===== config.mk =====
export PLATFORM = sky130hd
export DESIGN_NAME = rgb_frame_fetch_flat
export DESIGN_NICKNAME = d
export VERILOG_FILES = /design/src/rtl/rgb_frame_fetch_if.sv /design/src/rtl/rgb_frame_fetch.sv /design/src/flat_wrapper.sv
export SDC_FILE = /design/constraint.sdc
export NUM_CORES = 1
export LEC_CHECK = 0
export ABC_AREA = 1
export BUFFER_PORTS_ARGS = -buffer_cell sky130_fd_sc_hd__buf_2
export CAP_MARGIN = 20
export CORE_ASPECT_RATIO = 1.25
export CORE_UTILIZATION = 40
export DETAILED_ROUTE_END_ITERATION = 10
export GPL_TIMING_DRIVEN = 0
export PLACE_DENSITY_LB_ADDON = 0.3
export SLEW_MARGIN = 20
export SYNTH_ARGS = -nofsm -noshare
export SYNTH_HDL_FRONTEND = slang
export SYNTH_SLANG_ARGS = --single-unit

===== constraint.sdc =====
create_clock -name Clock -period 2.7 [get_ports Clock]
set_input_delay 0.135 -clock Clock [delete_from_list [all_inputs] [get_ports Clock]]
set_output_delay 0.135 -clock Clock [all_outputs]
set_load 0.005 [all_outputs]

===== src/rtl/rgb_frame_fetch_if.sv =====
// rgb_frame_fetch_if: raster pixel stream, valid/ready handshake.
// master = pixel source, slave = display/output path.
interface rgb_frame_fetch_if;
  logic       pixel_valid;
  logic       pixel_ready;
  logic [7:0] pixel_R;
  logic [7:0] pixel_G;
  logic [7:0] pixel_B;
  logic       pixel_eol;
  logic       pixel_eof;

  modport master (
    output pixel_valid,
    output pixel_R,
    output pixel_G,
    output pixel_B,
    output pixel_eol,
    output pixel_eof,
    input  pixel_ready
  );

  modport slave (
    input  pixel_valid,
    input  pixel_R,
    input  pixel_G,
    input  pixel_B,
    input  pixel_eol,
    input  pixel_eof,
    output pixel_ready
  );
endinterface


===== src/rtl/rgb_frame_fetch.sv =====
// rgb_frame_fetch: reads packed RGB words from SRAM (3 words per
// 2 pixels), unpacks them and streams pixels through a FWFT FIFO.
module rgb_frame_fetch #(
  parameter logic [17:0] RGB_START  = 18'd146944,
  parameter int          IMG_WIDTH  = 320,
  parameter int          IMG_HEIGHT = 240,
  parameter int          FIFO_DEPTH = 8
) (
  input  logic        Clock,
  input  logic        Resetn,
  input  logic        Start,
  output logic        Stop,
  output logic [17:0] SRAM_address,
  output logic [15:0] SRAM_write_data,
  output logic        SRAM_we_n,
  input  logic [15:0] SRAM_read_data,
  rgb_frame_fetch_if.master pix
);

  localparam int GROUPS = IMG_WIDTH * IMG_HEIGHT / 2;
  localparam int GW     = $clog2(GROUPS + 1);
  localparam int AW     = $clog2(FIFO_DEPTH);
  localparam int CW     = AW + 1;
  localparam int XW     = $clog2(IMG_WIDTH);
  localparam int YW     = $clog2(IMG_HEIGHT);

  typedef enum logic [2:0] {
    S_IDLE, S_HOLD, S_RD0, S_RD1, S_RD2, S_DRAIN
  } state_t;

  state_t          state_q, state_d;
  logic [17:0]     waddr_q, waddr_d;
  logic [GW-1:0]   grp_q, grp_d;
  logic [17:0]     addr_q, addr_d;
  logic            stop_q, stop_d;
  logic            clr;

  logic [2:0]      tv_q;
  logic [1:0]      ts_q [3];
  logic            rd_now;
  logic [1:0]      slot_now;

  logic [7:0]      r0_q, g0_q, r1_q;
  logic            push, pop;
  logic [23:0]     push_pix;

  logic [23:0]     mem_q [FIFO_DEPTH];
  logic [AW-1:0]   wp_q, rp_q;
  logic [CW-1:0]   cnt_q, infl_q;
  logic [CW:0]     used;
  logic            free_ok;
  logic            issue;
  logic            valid;
  logic [23:0]     head;

  logic [XW-1:0]   col_q;
  logic [YW-1:0]   row_q;
  logic            last_col;

  assign SRAM_write_data = 16'd0;
  assign SRAM_we_n       = 1'b1;
  assign SRAM_address    = addr_q;
  assign Stop            = stop_q;

  // Credit: FIFO entries plus pixels already promised by issued groups.
  assign used    = {1'b0, cnt_q} + {1'b0, infl_q};
  assign free_ok = used <= (CW+1)'(FIFO_DEPTH - 2);
  assign issue   = (state_d == S_RD0);

  // Next-state and datapath decode of the fetch sequencer.
  always_comb begin
    state_d = state_q;
    waddr_d = waddr_q;
    grp_d   = grp_q;
    addr_d  = addr_q;
    stop_d  = stop_q;
    clr     = 1'b0;
    unique case (state_q)
      S_IDLE: begin
        if (Start) begin
          stop_d  = 1'b0;
          waddr_d = RGB_START;
          grp_d   = GW'(GROUPS);
          clr     = 1'b1;
          state_d = S_HOLD;
        end
      end
      S_HOLD: begin
        if (grp_q == '0) state_d = S_DRAIN;
        else if (free_ok) state_d = S_RD0;
      end
      S_RD0: begin
        addr_d  = waddr_q;
        state_d = S_RD1;
      end
      S_RD1: begin
        addr_d  = waddr_q + 18'd1;
        state_d = S_RD2;
      end
      S_RD2: begin
        addr_d = waddr_q + 18'd2;
        grp_d  = grp_q - GW'(1);
        // The last group leaves word_addr alone so it never wraps.
        if (grp_q > GW'(1)) waddr_d = waddr_q + 18'd3;
        if (grp_q > GW'(1) && free_ok) state_d = S_RD0;
        else state_d = S_HOLD;
      end
      S_DRAIN: begin
        if (infl_q == '0 && cnt_q == '0) begin
          stop_d  = 1'b1;
          state_d = S_IDLE;
        end
      end
      default: state_d = S_IDLE;
    endcase
  end

  // Sequencer registers and the registered SRAM address.
  always_ff @(posedge Clock or negedge Resetn) begin
    if (!Resetn) begin
      state_q <= S_IDLE;
      waddr_q <= '0;
      grp_q   <= '0;
      addr_q  <= '0;
      stop_q  <= 1'b0;
    end else begin
      state_q <= state_d;
      waddr_q <= waddr_d;
      grp_q   <= grp_d;
      addr_q  <= addr_d;
      stop_q  <= stop_d;
    end
  end

  always_comb begin
    rd_now   = 1'b0;
    slot_now = 2'd0;
    unique case (1'b1)
      state_q == S_RD0: begin rd_now = 1'b1; slot_now = 2'd0; end
      state_q == S_RD1: begin rd_now = 1'b1; slot_now = 2'd1; end
      state_q == S_RD2: begin rd_now = 1'b1; slot_now = 2'd2; end
      default: ;
    endcase
  end

  // Slot tags travel with each read so data lands 3 edges later.
  always_ff @(posedge Clock or negedge Resetn) begin
    if (!Resetn) begin
      tv_q    <= '0;
      ts_q[0] <= '0;
      ts_q[1] <= '0;
      ts_q[2] <= '0;
    end else begin
      tv_q    <= {tv_q[1:0], rd_now};
      ts_q[0] <= slot_now;
      ts_q[1] <= ts_q[0];
      ts_q[2] <= ts_q[1];
    end
  end

  assign push = tv_q[2] && (ts_q[2] != 2'd0);
  assign pop  = valid && pix.pixel_ready;
  assign push_pix = (ts_q[2] == 2'd1)
    ? {r0_q, g0_q, SRAM_read_data[15:8]}
    : {r1_q, SRAM_read_data};

  // Holding registers for components split across words.
  always_ff @(posedge Clock or negedge Resetn) begin
    if (!Resetn) begin
      r0_q <= '0;
      g0_q <= '0;
      r1_q <= '0;
    end else if (tv_q[2]) begin
      if (ts_q[2] == 2'd0) begin
        r0_q <= SRAM_read_data[15:8];
        g0_q <= SRAM_read_data[7:0];
      end
      if (ts_q[2] == 2'd1) r1_q <= SRAM_read_data[7:0];
    end
  end

  // FIFO storage; contents are don't-care while not counted.
  always_ff @(posedge Clock) begin
    if (push) mem_q[wp_q] <= push_pix;
  end

  // FIFO pointers, occupancy and outstanding pixel credit.
  always_ff @(posedge Clock or negedge Resetn) begin
    if (!Resetn) begin
      wp_q   <= '0;
      rp_q   <= '0;
      cnt_q  <= '0;
      infl_q <= '0;
    end else begin
      if (push) wp_q <= wp_q + AW'(1);
      if (pop)  rp_q <= rp_q + AW'(1);
      cnt_q  <= cnt_q + CW'(push) - CW'(pop);
      infl_q <= infl_q + (issue ? CW'(2) : CW'(0)) - CW'(push);
    end
  end

  assign valid    = (cnt_q != '0);
  assign head     = mem_q[rp_q];
  assign last_col = (col_q == XW'(IMG_WIDTH - 1));

  // Raster position of the FIFO head.
  always_ff @(posedge Clock or negedge Resetn) begin
    if (!Resetn) begin
      col_q <= '0;
      row_q <= '0;
    end else if (clr) begin
      col_q <= '0;
      row_q <= '0;
    end else if (pop) begin
      if (last_col) begin
        col_q <= '0;
        if (row_q == YW'(IMG_HEIGHT - 1)) row_q <= '0;
        else row_q <= row_q + YW'(1);
      end else begin
        col_q <= col_q + XW'(1);
      end
    end
  end

  assign pix.pixel_valid = valid;
  assign pix.pixel_R     = valid ? head[23:16] : 8'd0;
  assign pix.pixel_G     = valid ? head[15:8]  : 8'd0;
  assign pix.pixel_B     = valid ? head[7:0]   : 8'd0;
  assign pix.pixel_eol   = valid && last_col;
  assign pix.pixel_eof   = valid && last_col &&
                           (row_q == YW'(IMG_HEIGHT - 1));

endmodule

===== src/flat_wrapper.sv =====
// flat-port wrapper written by rule: the top's interface ports become plain ports
module rgb_frame_fetch_flat 
#(
  parameter logic [17:0] RGB_START  = 18'd146944,
  parameter int          IMG_WIDTH  = 320,
  parameter int          IMG_HEIGHT = 240,
  parameter int          FIFO_DEPTH = 8
)
  (Clock, Resetn, Start, Stop, SRAM_address, SRAM_write_data, SRAM_we_n, SRAM_read_data, pix_pixel_valid, pix_pixel_R, pix_pixel_G, pix_pixel_B, pix_pixel_eol, pix_pixel_eof, pix_pixel_ready);
  rgb_frame_fetch_if pix_i ();
  input  logic Clock;
  input  logic Resetn;
  input  logic Start;
  output logic Stop;
  output logic [17:0] SRAM_address;
  output logic [15:0] SRAM_write_data;
  output logic SRAM_we_n;
  input  logic [15:0] SRAM_read_data;
  output wire logic [$bits(pix_i.pixel_valid)-1:0] pix_pixel_valid;
  output wire logic [$bits(pix_i.pixel_R)-1:0] pix_pixel_R;
  output wire logic [$bits(pix_i.pixel_G)-1:0] pix_pixel_G;
  output wire logic [$bits(pix_i.pixel_B)-1:0] pix_pixel_B;
  output wire logic [$bits(pix_i.pixel_eol)-1:0] pix_pixel_eol;
  output wire logic [$bits(pix_i.pixel_eof)-1:0] pix_pixel_eof;
  input wire logic [$bits(pix_i.pixel_ready)-1:0] pix_pixel_ready;
  assign pix_pixel_valid = pix_i.pixel_valid;
  assign pix_pixel_R = pix_i.pixel_R;
  assign pix_pixel_G = pix_i.pixel_G;
  assign pix_pixel_B = pix_i.pixel_B;
  assign pix_pixel_eol = pix_i.pixel_eol;
  assign pix_pixel_eof = pix_i.pixel_eof;
  assign pix_i.pixel_ready = pix_pixel_ready;
  rgb_frame_fetch #(.RGB_START(RGB_START), .IMG_WIDTH(IMG_WIDTH), .IMG_HEIGHT(IMG_HEIGHT), .FIFO_DEPTH(FIFO_DEPTH)) u_core (.Clock(Clock), .Resetn(Resetn), .Start(Start), .Stop(Stop), .SRAM_address(SRAM_address), .SRAM_write_data(SRAM_write_data), .SRAM_we_n(SRAM_we_n), .SRAM_read_data(SRAM_read_data), .pix(pix_i));
endmodule

* Word-level counts from Yosys, hierarchy flattened *
Memory sizes are Yosys's and may differ from the RTL's.
Index checks and enable logic that the tools add are counted.

storage, ports and cells
  register bits after elaboration = 120
  memory bits (writable) = 192
  input port bits = 20
  output and inout port bits = 63
  word-level logic and storage cells = 104
  memories = 1

memory list
  memory        depth  bits a word  read ports  clocked after Yosys merged registers in  write ports  RTL line               text
  u_core.mem_q  8      24           1           0                                        1            rgb_frame_fetch.sv:47  logic [23:0] mem_q [FIFO_DEPTH];

operators by class
  add/sub/neg operators = 13
  magnitude comparators = 2
  equality and inequality tests = 12
  mux-type cells = 33
  reductions and logical operators = 25

operators with widths
  kind                     count
  $mux W8                  7
  $pmux W18 S3             1
  $add A18 B2 Y18 const B  2
  $mux W18                 2
  $pmux W18 S2             1
  $pmux W16 S2             1
  $mux W9                  3
  $mux W24                 1
  $add A18 B1 Y18 const B  1
  $pmux W3 S6              1
  $gt A16 B1 Y1 const B    1
  $logic_not A16 Y1        1
  $mux W16                 1
  $sub A16 B1 Y16 const B  1
  $mux W3                  4
  $reduce_bool A2 Y1       5
  $add A9 B1 Y9 const B    1
  $eq A3 B2 Y1 const B     3
  $eq A9 B9 Y1 const B     1
  $add A8 B1 Y8 const B    1
  $eq A8 B8 Y1 const B     1
  $logic_not A4 Y1         2
  $reduce_and A2 Y1        4
  $sub A4 B1 Y4            2
  other kinds (21)         37

* Longest topological paths before layout *
Gate-level depths: netlist of the first run.

  depth after elaboration = 9
  gate-level depth with buffers = 17
  gate-level depth less buffers = 17

* Worst setup path after synthesis of the first run *
OpenSTA, ideal clock, no wires.

  path type = reg2reg
  from = reg u_core.cnt_q[0]
  to = reg u_core.infl_q[3]
  setup time = 0.122 ns
  arrival = 2.559 ns
  data required time = 2.578 ns
  setup slack = 0.019 ns
  cell stages (with the launch flop) = 17
  path buffers = 0
  period minus slack after synthesis = 2.681 ns
  path through = dfrtp_1 ha_1 inv_1 fa_1 nor2_1 nand3_1 nand3_1 nor2_1 a21oi_1 nor2_1 nand2_1 ha_1 inv_1 ha_1 inv_1 fa_1 xor2_1

between the ends
  word-level cells in the longest chain between the ends = 9
  elaborated cells between the ends (all ways) = 14
  those cells by class = add/sub (3); order compare (1); eq/ne (1); mux (6); reduce/logical (3)

ends and longest elaborated chain
  what                                            RTL line                                       text
  start, declared                                 rgb_frame_fetch.sv:49                          logic [CW-1:0] cnt_q, infl_q;
  start signal, assigned                          rgb_frame_fetch.sv:197                         cnt_q <= cnt_q + CW'(push) - CW'(pop);
  $add A4 B4 Y5                                   rgb_frame_fetch.sv:66                          assign used = {1'b0, cnt_q} + {1'b0, infl_q};
  $le A5 B3 Y1                                    rgb_frame_fetch.sv:67                          assign free_ok = used <= (CW+1)'(FIFO_DEPTH - 2);
  $mux W3 or $logic_and A1 B1 Y1 (tied branches)  rgb_frame_fetch.sv:90, rgb_frame_fetch.sv:105
  $mux W3 or $mux W2 (tied branches)              rgb_frame_fetch.sv:89, rgb_frame_fetch.sv:105
  $pmux W3 S6 *                                   rgb_frame_fetch.sv:78                          unique case (state_q)
  $eq A3 B2 Y1 *                                  rgb_frame_fetch.sv:68                          assign issue = (state_d == S_RD0);
  $mux W2 *                                       rgb_frame_fetch.sv:198                         infl_q <= infl_q + (issue ? CW'(2) : CW'(0)) - CW'(push);
  $add A4 B4 Y4 *                                 rgb_frame_fetch.sv:198
  $sub A4 B1 Y4 *                                 rgb_frame_fetch.sv:198
  end signal, assigned                            rgb_frame_fetch.sv:198
  end, declared                                   rgb_frame_fetch.sv:49

Mark *: on every way between the ends. The rest lies on a longest branch, timed or not.
A chain may end at the register's enable or synchronous reset.

* Worst setup path after layout of the first run *
  from = reg u_core.infl_q[0]
  to = reg u_core.infl_q[3]

between the ends
  word-level cells in the longest chain between the ends = 9
  elaborated cells between the ends (all ways) = 14
  those cells by class = add/sub (3); order compare (1); eq/ne (1); mux (6); reduce/logical (3)

ends and longest elaborated chain
  what                                            RTL line
  $add A4 B4 Y5                                   rgb_frame_fetch.sv:66
  $le A5 B3 Y1                                    rgb_frame_fetch.sv:67
  $mux W3 or $logic_and A1 B1 Y1 (tied branches)  rgb_frame_fetch.sv:90, rgb_frame_fetch.sv:105
  $mux W3 or $mux W2 (tied branches)              rgb_frame_fetch.sv:89, rgb_frame_fetch.sv:105
  $pmux W3 S6                                     rgb_frame_fetch.sv:78
  $eq A3 B2 Y1                                    rgb_frame_fetch.sv:68
  $mux W2                                         rgb_frame_fetch.sv:198
  $add A4 B4 Y4 *                                 rgb_frame_fetch.sv:198
  $sub A4 B1 Y4 *                                 rgb_frame_fetch.sv:198

Marks and branches as above.

==> reports/summary.md, run 1 <==
The internal portion of the total power is 0.0108 W. The die is 215 µm tall. The minimum setup slack among reg-to-reg paths is -0.21 ns. The routed design has 36.7 mm of wire. The logs give 2085 for the post-placement cell count and 2 for the number of setup violations in the final report. The worst min-delay path category was in2reg. The vias after detailed routing is 10898, and the number of sinks driven by the clock tree is 312. Clock-pin slew was measured on the worst setup and hold paths at 0.06 ns. The tools report the H-tree level count as 1. Data on the critical path is required at its endpoint by 3.14 ns. The detailed router finished its first iteration with 771 violations. The wire length of the first global-routing pass is 57.8 mm, and the placeable core area is 0.0356 mm². The worst pin sits at a relative slew slack of 21.8%. The flop and latch count out of synthesis works out to 312. Number of nets in the finished design: 1709. After synthesis, the cell types taking the most area are edfxtp_1, dfrtp_1, o21ai_0. The tools report the maximum vdd drop as 641 µV.

Dividing total power by cell area gives a power density of 1040 mW/mm². The analysis attributes to cell leakage a power of 6.97 nW. The share of total power dissipated in combinational logic is 39.2%. After synthesis, the largest area contributor takes up 39.6% of total cell area. At the end of routability-driven placement, the weighted congestion stood at 0.916. TritonCTS built the clock tree.

Sequential cells account for 37.7% of the total power. The average via count per standard cell came out at 5.05. The worst-path maximum fanout came out at 2. The final-layout worst hold slack came out at 0.0151 ns. The tools report the total die area as 0.0372 mm².

The area growth from synthesis to layout is 16.9%. The share of post-route cells with drive strength above 1 was 13.9%. Final-report max-slew violation count: 0. Most instantiated flip-flop cell in the synthesis netlist: edfxtp_1. The largest buffer count on any clock path is 3, and the synthesized area is 0.0146 mm².

The checks that failed: negative setup slack. Dividing the final minimum period by the clock period gives 108%. The per-instance average area after synthesis works out to 9.57 µm².

Clock tree synthesis inserted a total of 31 buffers. Synthesis produced 1522 cells. Setup total negative slack on the finished layout was measured at -0.410 ns.

The switching power is 0.00693 W, and the quantity of I/O buffers inserted on ports is 65. After the flow finishes, the layout carries non-filler instances totaling 2159. In the synthesized netlist, mux cells make up 0.0687% of the area. Setup repair after global routing could not meet its margin everywhere.

Combinational family with the most area after synthesis: simple AND/OR/NAND/NOR gates. The share of power burned in the clock network was 23.1%. Data arrives at the worst endpoint at 3.36 ns. Yosys mapped the design onto 48 distinct sky130hd cell types.

The synthesized netlist devotes 18.7% of its cell area to simple gates. For the worst flop-to-flop path, the logic depth is 16. The instance count along the most critical hold path is 3. STA classifies the critical path endpoint as a flop.

For this configuration, the core starts out at a cell density of 40.9%. Worst-case setup margin in the final layout: -0.212 ns. The later-pin clock latency in the skew report came out at 0.56 ns. Counting flops with a built-in enable in the synthesized netlist gives 192. Clock tree synthesis selected as its root buffer the cell clkbuf_16. For the remaining global-route overflow, the log shows 0. Summing the areas of all compound-gate instances in the mapped netlist gives 11.3% of the synthesized area.

After detailed routing, the average wire length per cell comes to 17.0 µm. The critical path in this run is classified as reg2reg. The antenna diode count is 0. The post-synthesis share of cell area spent on xor and xnor gates works out to 1.26%.

The hold violation count in the final report came out at 0. The sum of internal, switching and leakage power came out at 0.0178 W. Counting flops with an async set or reset pin after synthesis yields a share of 38.5%. Across every metal layer, demand over resource in global routing totals 19.9%. The share of the Yosys chip area taken by registers is 60.2%. Post-detailed-route DRC marker count: 0. Entering global routing, the biggest net connects 79 pins. The switching share of power came out at 39.0%. The tools report the clock skew after layout as 0.0147 ns. The tools report the worst setup slack after placement as -0.240 ns. The Yosys step of the flow raised 0 warnings. The initialized floorplan defines 77 standard-cell rows.

In this run the count of I/O pins placed on the die edge is 83. The detailed placement HPWL is 26.1 mm. The flow ran to the end, but the final reports show violations. Of the total synthesized cell area, the portion taken by full adders, half adders and majority gates is 2.47%. The number of antenna violations at the first check in global routing was 0.

The tool flagged a number of max-cap violations equal to 0. The die boundary width was 173 µm; the number of global-route vias before repair was 10760. The first detailed-routing pass ran for 5 iterations. The worst setup path is launched from a flop. The achievable clock frequency was 343 MHz; the transition time of the tightest slew-check pin was 1.16 ns. The leading area contributor after synthesis was edfxtp_1.

The minimum clock period after layout is 2.91 ns. The count of nets left with antenna violations once routing finished came out at 0.
-- final cells by class --
| cell class | count | area [µm²] |
|---|---|---|
| clock buffers | 43 | 872 |
| well taps | 474 | 593 |
| multi-input cells | 1025 | 5050 |
| fillers | 3322 | 18600 |
| inverters | 122 | 460 |
| flip-flops and latches | 312 | 8770 |
| clock inverters | 13 | 105 |
| plain buffers | 77 | 448 |
| repair buffers | 93 | 731 |
-- synthesized netlist by cell type, types with 9 or more instances --
cell type  count
nand3_1       66
nand2_1      286
xor2_1        16
nor3_1         9
buf_4         17
dfrtp_1      120
a21oi_1       17
edfxtp_1     192
ha_1          24
buf_2         20
a31oi_1       26
clkbuf_1      33
nor2_1       260
inv_1        116
o21ai_0      238
o21ai_2        9
-- worst max-delay path, cell delays in order, from the launching register on --
cell	delay [ns]
dfrtp_1	0.36
ha_2	0.19
inv_2	0.04
fa_2	0.52
nor2_1	0.06
nand3_1	0.08
nand3_1	0.10
nor2_2	0.12
a21oi_1	0.07
nor2_1	0.14
nand2_1	0.09
ha_1	0.26
inv_1	0.06
ha_1	0.13
inv_1	0.04
fa_1	0.36
xor2_1	0.17
-- path summary, 6_finish.rpt --
kind	start	end
max reg2reg	u_core.infl_q[0]	u_core.infl_q[3]
max in group asynchronous	Resetn	u_core.SRAM_address[2]
min	pix_pixel_ready	u_core.rp_q[0]
min reg2reg	u_core.ts_q[2]	u_core.ts_q[0]
min in group asynchronous	Resetn	u_core.row_q[5]
max	u_core.infl_q[0]	u_core.infl_q[3]
-- cells by family (layout without fill, tap and decap cells) --
group,Yosys count,count (layout)
muxes,1,1
AOI/OAI and AO/OA,308,308
and+or+nand+nor,651,651
xor gates and xnor gates,21,21
DFF,312,312
buffers and inverters,200,348
adders and majority gates,27,27
other,2,17
-- what timing repair did --
item	CTS	global route
gates resized for setup	13	24
hold buffers	17	0
endpoints found under the setup margin	17	24
setup buffers	1	0
pin swaps	4	0
endpoints found under the hold margin	144	0
-- power by group through the flow --
stage,clock network (W),logic (W),registers (W)
after global placement,0,0.00666,0.00675
after floorplan,0,0.00450,0.00665
after CTS,0.00420,0.00700,0.00668
after global routing,0.00438,0.00789,0.00678
after detailed placement,0,0.00689,0.00677
final,0.00411,0.00696,0.00670
-- layer usage --
layer / vias up / global-route usage (%) / part of all wire [%] / wire length, µm
met1: 5161 / 22.4 / 38 / 14100
met4: 0 / 6.22 / 2.4 / 895
met3: 66 / 2.26 / 4.9 / 1810
met5: - / 0 / 0 / 0
met2: 311 / 38.7 / 54 / 20000
li1: 5360 / - / - / -
-- sequential cells by signal, summed over array words and instances, names as in the netlist --
register / flops
u_core.r0_q: 8
u_core.grp_q: 16
u_core.state_q: 3
u_core.wp_q: 3
u_core.rp_q: 3
u_core.ts_q: 6
u_core.tv_q: 3
u_core.g0_q: 8
u_core.cnt_q: 4
u_core.waddr_q: 18
u_core.row_q: 8
u_core.mem_q: 192
u_core.r1_q: 8
u_core.col_q: 9
u_core.infl_q: 4
u_core.Stop: 1
u_core.SRAM_address: 18
-- placed cells by master, fill, tap and decap left out, types with 6 or more instances in the layout --
cell type and instances:
clkbuf_2 12, buf_4 20, nand3_1 66, buf_2 81, o21ai_0 237, buf_6 6, ha_1 23, conb_1 17
inv_1 113, clkbuf_1 24, nor2_4 10, dlygate4sd3_1 17, edfxtp_1 192, a31oi_1 26, nand2_1 285, nand4_1 7
a21oi_1 17, nor2_1 251, o21ai_1 7, inv_2 7, clkbuf_16 31, xor2_1 16, nor3_1 9, clkinv_2 7
o21ai_2 9, dfrtp_1 119
-- through the flow --
step	util [%]	cell area, µm²
final	47.8	17000
after detailed placement	44.4	15800
after global routing	47.8	17000
after CTS	47.7	17000
after global placement	43.6	15500
after floorplan	-	14600
Power figures use the tool's default switching activity.
==> inputs of run 2 (changes only) <==
clock period = 3 ns   (was 2.7 ns; I/O delays follow)
==> reports/summary.md, run 2 (synthesized netlist as in run 1, its figures left out) <==
Compared with the post-synthesis result, the final layout area differs by 16.6%. The worst min-delay path category is in2reg. The largest net degree at the start of global routing was 79 (unchanged). The most numerous cell type found on the critical path is inv_1. Tracing the worst setup path back leads to its startpoint at u_core.cnt_q[0]. Launching point of the worst reg2reg path: u_core.cnt_q[0]. The final-report max-slew violation count was 0 (unchanged). For the total clock buffers created by CTS, the log shows 31 (unchanged). On the critical path, the stage with the largest delay is an instance of fa_1. The run gives 0 (unchanged) as the number of antenna violations at the first check in global routing. The tools report the post-route core utilization as 47.7% (-0.12 points). The total power divided by cell area is 936 mW/mm² (-10%), and the minimum clock period after layout is 2.89 ns (-0.0194 ns). The number of flip-flops in the largest register is 192 (unchanged). For the number of setup violations in the final report, the log shows 0 (-2).

The worst setup path is captured at a flop. The run gives 0.0159 W (-10%) as the sum of internal, switching and leakage power. Clock tree synthesis selected as its root buffer the cell clkbuf_16. The max-capacitance violation count is 0 (unchanged), and the placeable core area is 0.0356 mm² (unchanged). The average via count per standard cell is 5.03 (-0.34%). The tools report the clock skew after layout as 0.0158 ns (+0.00110 ns).

The first-pass iteration count of the detailed router is 6 (+1), and the maximum single-stage delay on the critical path is 0.41 ns (-0.11 ns). The finished layout cell area was 0.0170 mm² (-0.24%). Setup repair after global routing could not meet its margin everywhere.

The I/O pin count is 83 (unchanged), and the antenna diode count is 0 (unchanged). For the starting DRC count in detailed routing, the log shows 765 (-0.78%). The most flop-heavy register was u_core.mem_q. The H-tree level count is 1 (unchanged).

The data arrival at the endpoint of the critical path is 3.34 ns (-0.02 ns). Transition time of the tightest slew-check pin: 1.14 ns (-0.0227 ns). Total global routing track utilization: 19.8% (-0.036 points). The worst-path maximum fanout was 3 (+1). The die boundary width is 173 µm (unchanged). The run finished with clean final reports. The final period utilization was 96.4% (-11 points). The quantity of I/O buffers inserted on ports is 65 (unchanged). Wire length of the first global-routing pass: 57.8 mm (-0.11%). The hold violation count in the final report is 0 (unchanged). The number of placement rows is 77 (unchanged). The run gives 312 (unchanged) as the number of sinks driven by the clock tree. The share of post-route cells with drive strength above 1 was 12.8% (-1.1 points). The maximum vdd drop is 577 µV (-10%), and the total die area is 0.0372 mm² (unchanged). The worst setup path is launched from a flop. The vias after detailed routing was 10861 (-0.34%). The critical path in this run is classified as reg2reg.

The run gives 3.44 ns (+0.30 ns) as the critical path required time. Leaving out fill and tap cells, the most frequent cells in the layout are nand2_1, nor2_1, o21ai_0. The tools report the later-pin clock latency in the skew report as 0.56 ns (about the same).

The aggregate routed wire length is 36.6 mm (-0.34%). The detailed placement HPWL is 26.1 mm (unchanged). The number of antenna-violating nets in the routed design came out at 0 (unchanged). Chip height: 215 µm (unchanged).

The clock transition at the registers of the reported paths is 0.06 ns (about the same). The tools report the leakage dissipation as 6.93 nW (-0.60%). Weighted congestion at the end of routability-driven global placement: 0.916 (unchanged). The family with the most delay on the worst path was adder cells. The final routed wire length divided by cell count was 17.0 µm (-0.34%).

The worst path buffer plus inverter count is 4 (+1). The number of global-route vias before repair came out at 10741 (-0.18%). The tools report the hold path startpoint as pix_pixel_ready. The starting density of the core is 40.9% (unchanged).

The achievable clock frequency was 346 MHz (+0.67%); the total negative slack for setup checks was 0 ns (+0.410 ns). The library cell used most frequently in the layout, excluding fill and tap cells, is nand2_1. TritonCTS built the clock tree. The largest buffer count on any clock path was 3 (unchanged). The logs give 0 (unchanged) for the post-detailed-route DRC marker count and 23.4% (+1.5 points) for the worst slew slack as a fraction of its limit. For the remaining global-route overflow, the log shows 0 (unchanged).

The critical path goes through ha_1 -> inv_1 -> fa_1 -> inv_1 -> nand2_1 -> nand3_1 -> nand3_1 -> nor2_2 -> a21oi_1 -> nor2_1 -> nand2_1 -> ha_1 -> inv_1 -> ha_1 -> inv_1 -> fa_1 -> xor2_1. The logs give 1709 (unchanged) for the number of nets in the finished design and 0.0158 mm² (unchanged) for the placed instance area.
## run 2: layout make-up
cell class,count,area (µm²)
clock buffers,43,872
multi-input cells,1025,5040
repair buffers,92,723
inverters,122,460
clock inverters,13,105
plain buffers,78,422
fillers,3312,18700
flip-flops and latches,312,8770
well taps,474,593
## run 2: worst paths after layout
kind	end	slack [ns]	cells after the start
worst max-delay path	u_core.infl_q[3]	0.11	17
max in group asynchronous	u_core.SRAM_address[8]	2.21	3
worst min-delay path	u_core.rp_q[0]	0.03	3
worst min register to register	u_core.ts_q[0]	0.34	0
min in group asynchronous	u_core.row_q[5]	0.08	2
worst max register to register	u_core.infl_q[3]	0.11	17
## run 2: stage by stage
stage	hold slack (ns)	instances	worst slack, ns
detailed placement	0.0684	2085	0.0598
global placement	0.335	2076	-0.579
CTS	0.0200	2158	0.0541
floorplan	-0.146	1537	0.319
global route	0.0307	2159	-0.0837
finish	0.0318	2159	0.108
## run 2: layer usage
| layer | routed length, µm | part of all wire [%] | track usage [%] | vias to the layer above |
|---|---|---|---|---|
| met5 | 0 | 0 | 0 | - |
| met4 | 899 | 2.5 | 6.17 | 0 |
| met3 | 1790 | 4.9 | 2.20 | 67 |
| met2 | 19900 | 54 | 38.5 | 302 |
| met1 | 14000 | 38 | 22.5 | 5139 |
| li1 | - | - | - | 5353 |
## run 2: what timing repair did
action / CTS / global route
buffers inserted: 0 / 0
hold buffers: 17 / 0
resized for setup: 0 / 4
endpoints found under the setup margin: 0 / 3
endpoints found under the hold margin: 144 / 0
## run 2: tightest hold or removal path, cell delays in order
cell and delay, ns:
buf_2 0.11, nand2_1 0.18, xor2_1 0.10
## run 2: power breakdown
part | total, W | switching [W] | leakage (nW) | internal, W
clock | 0.00369 | 0.00158 | 0.481 | 0.00211
sequential | 0.00602 | 0.000464 | 3.25 | 0.00555
combinational | 0.00620 | 0.00417 | 3.20 | 0.00203
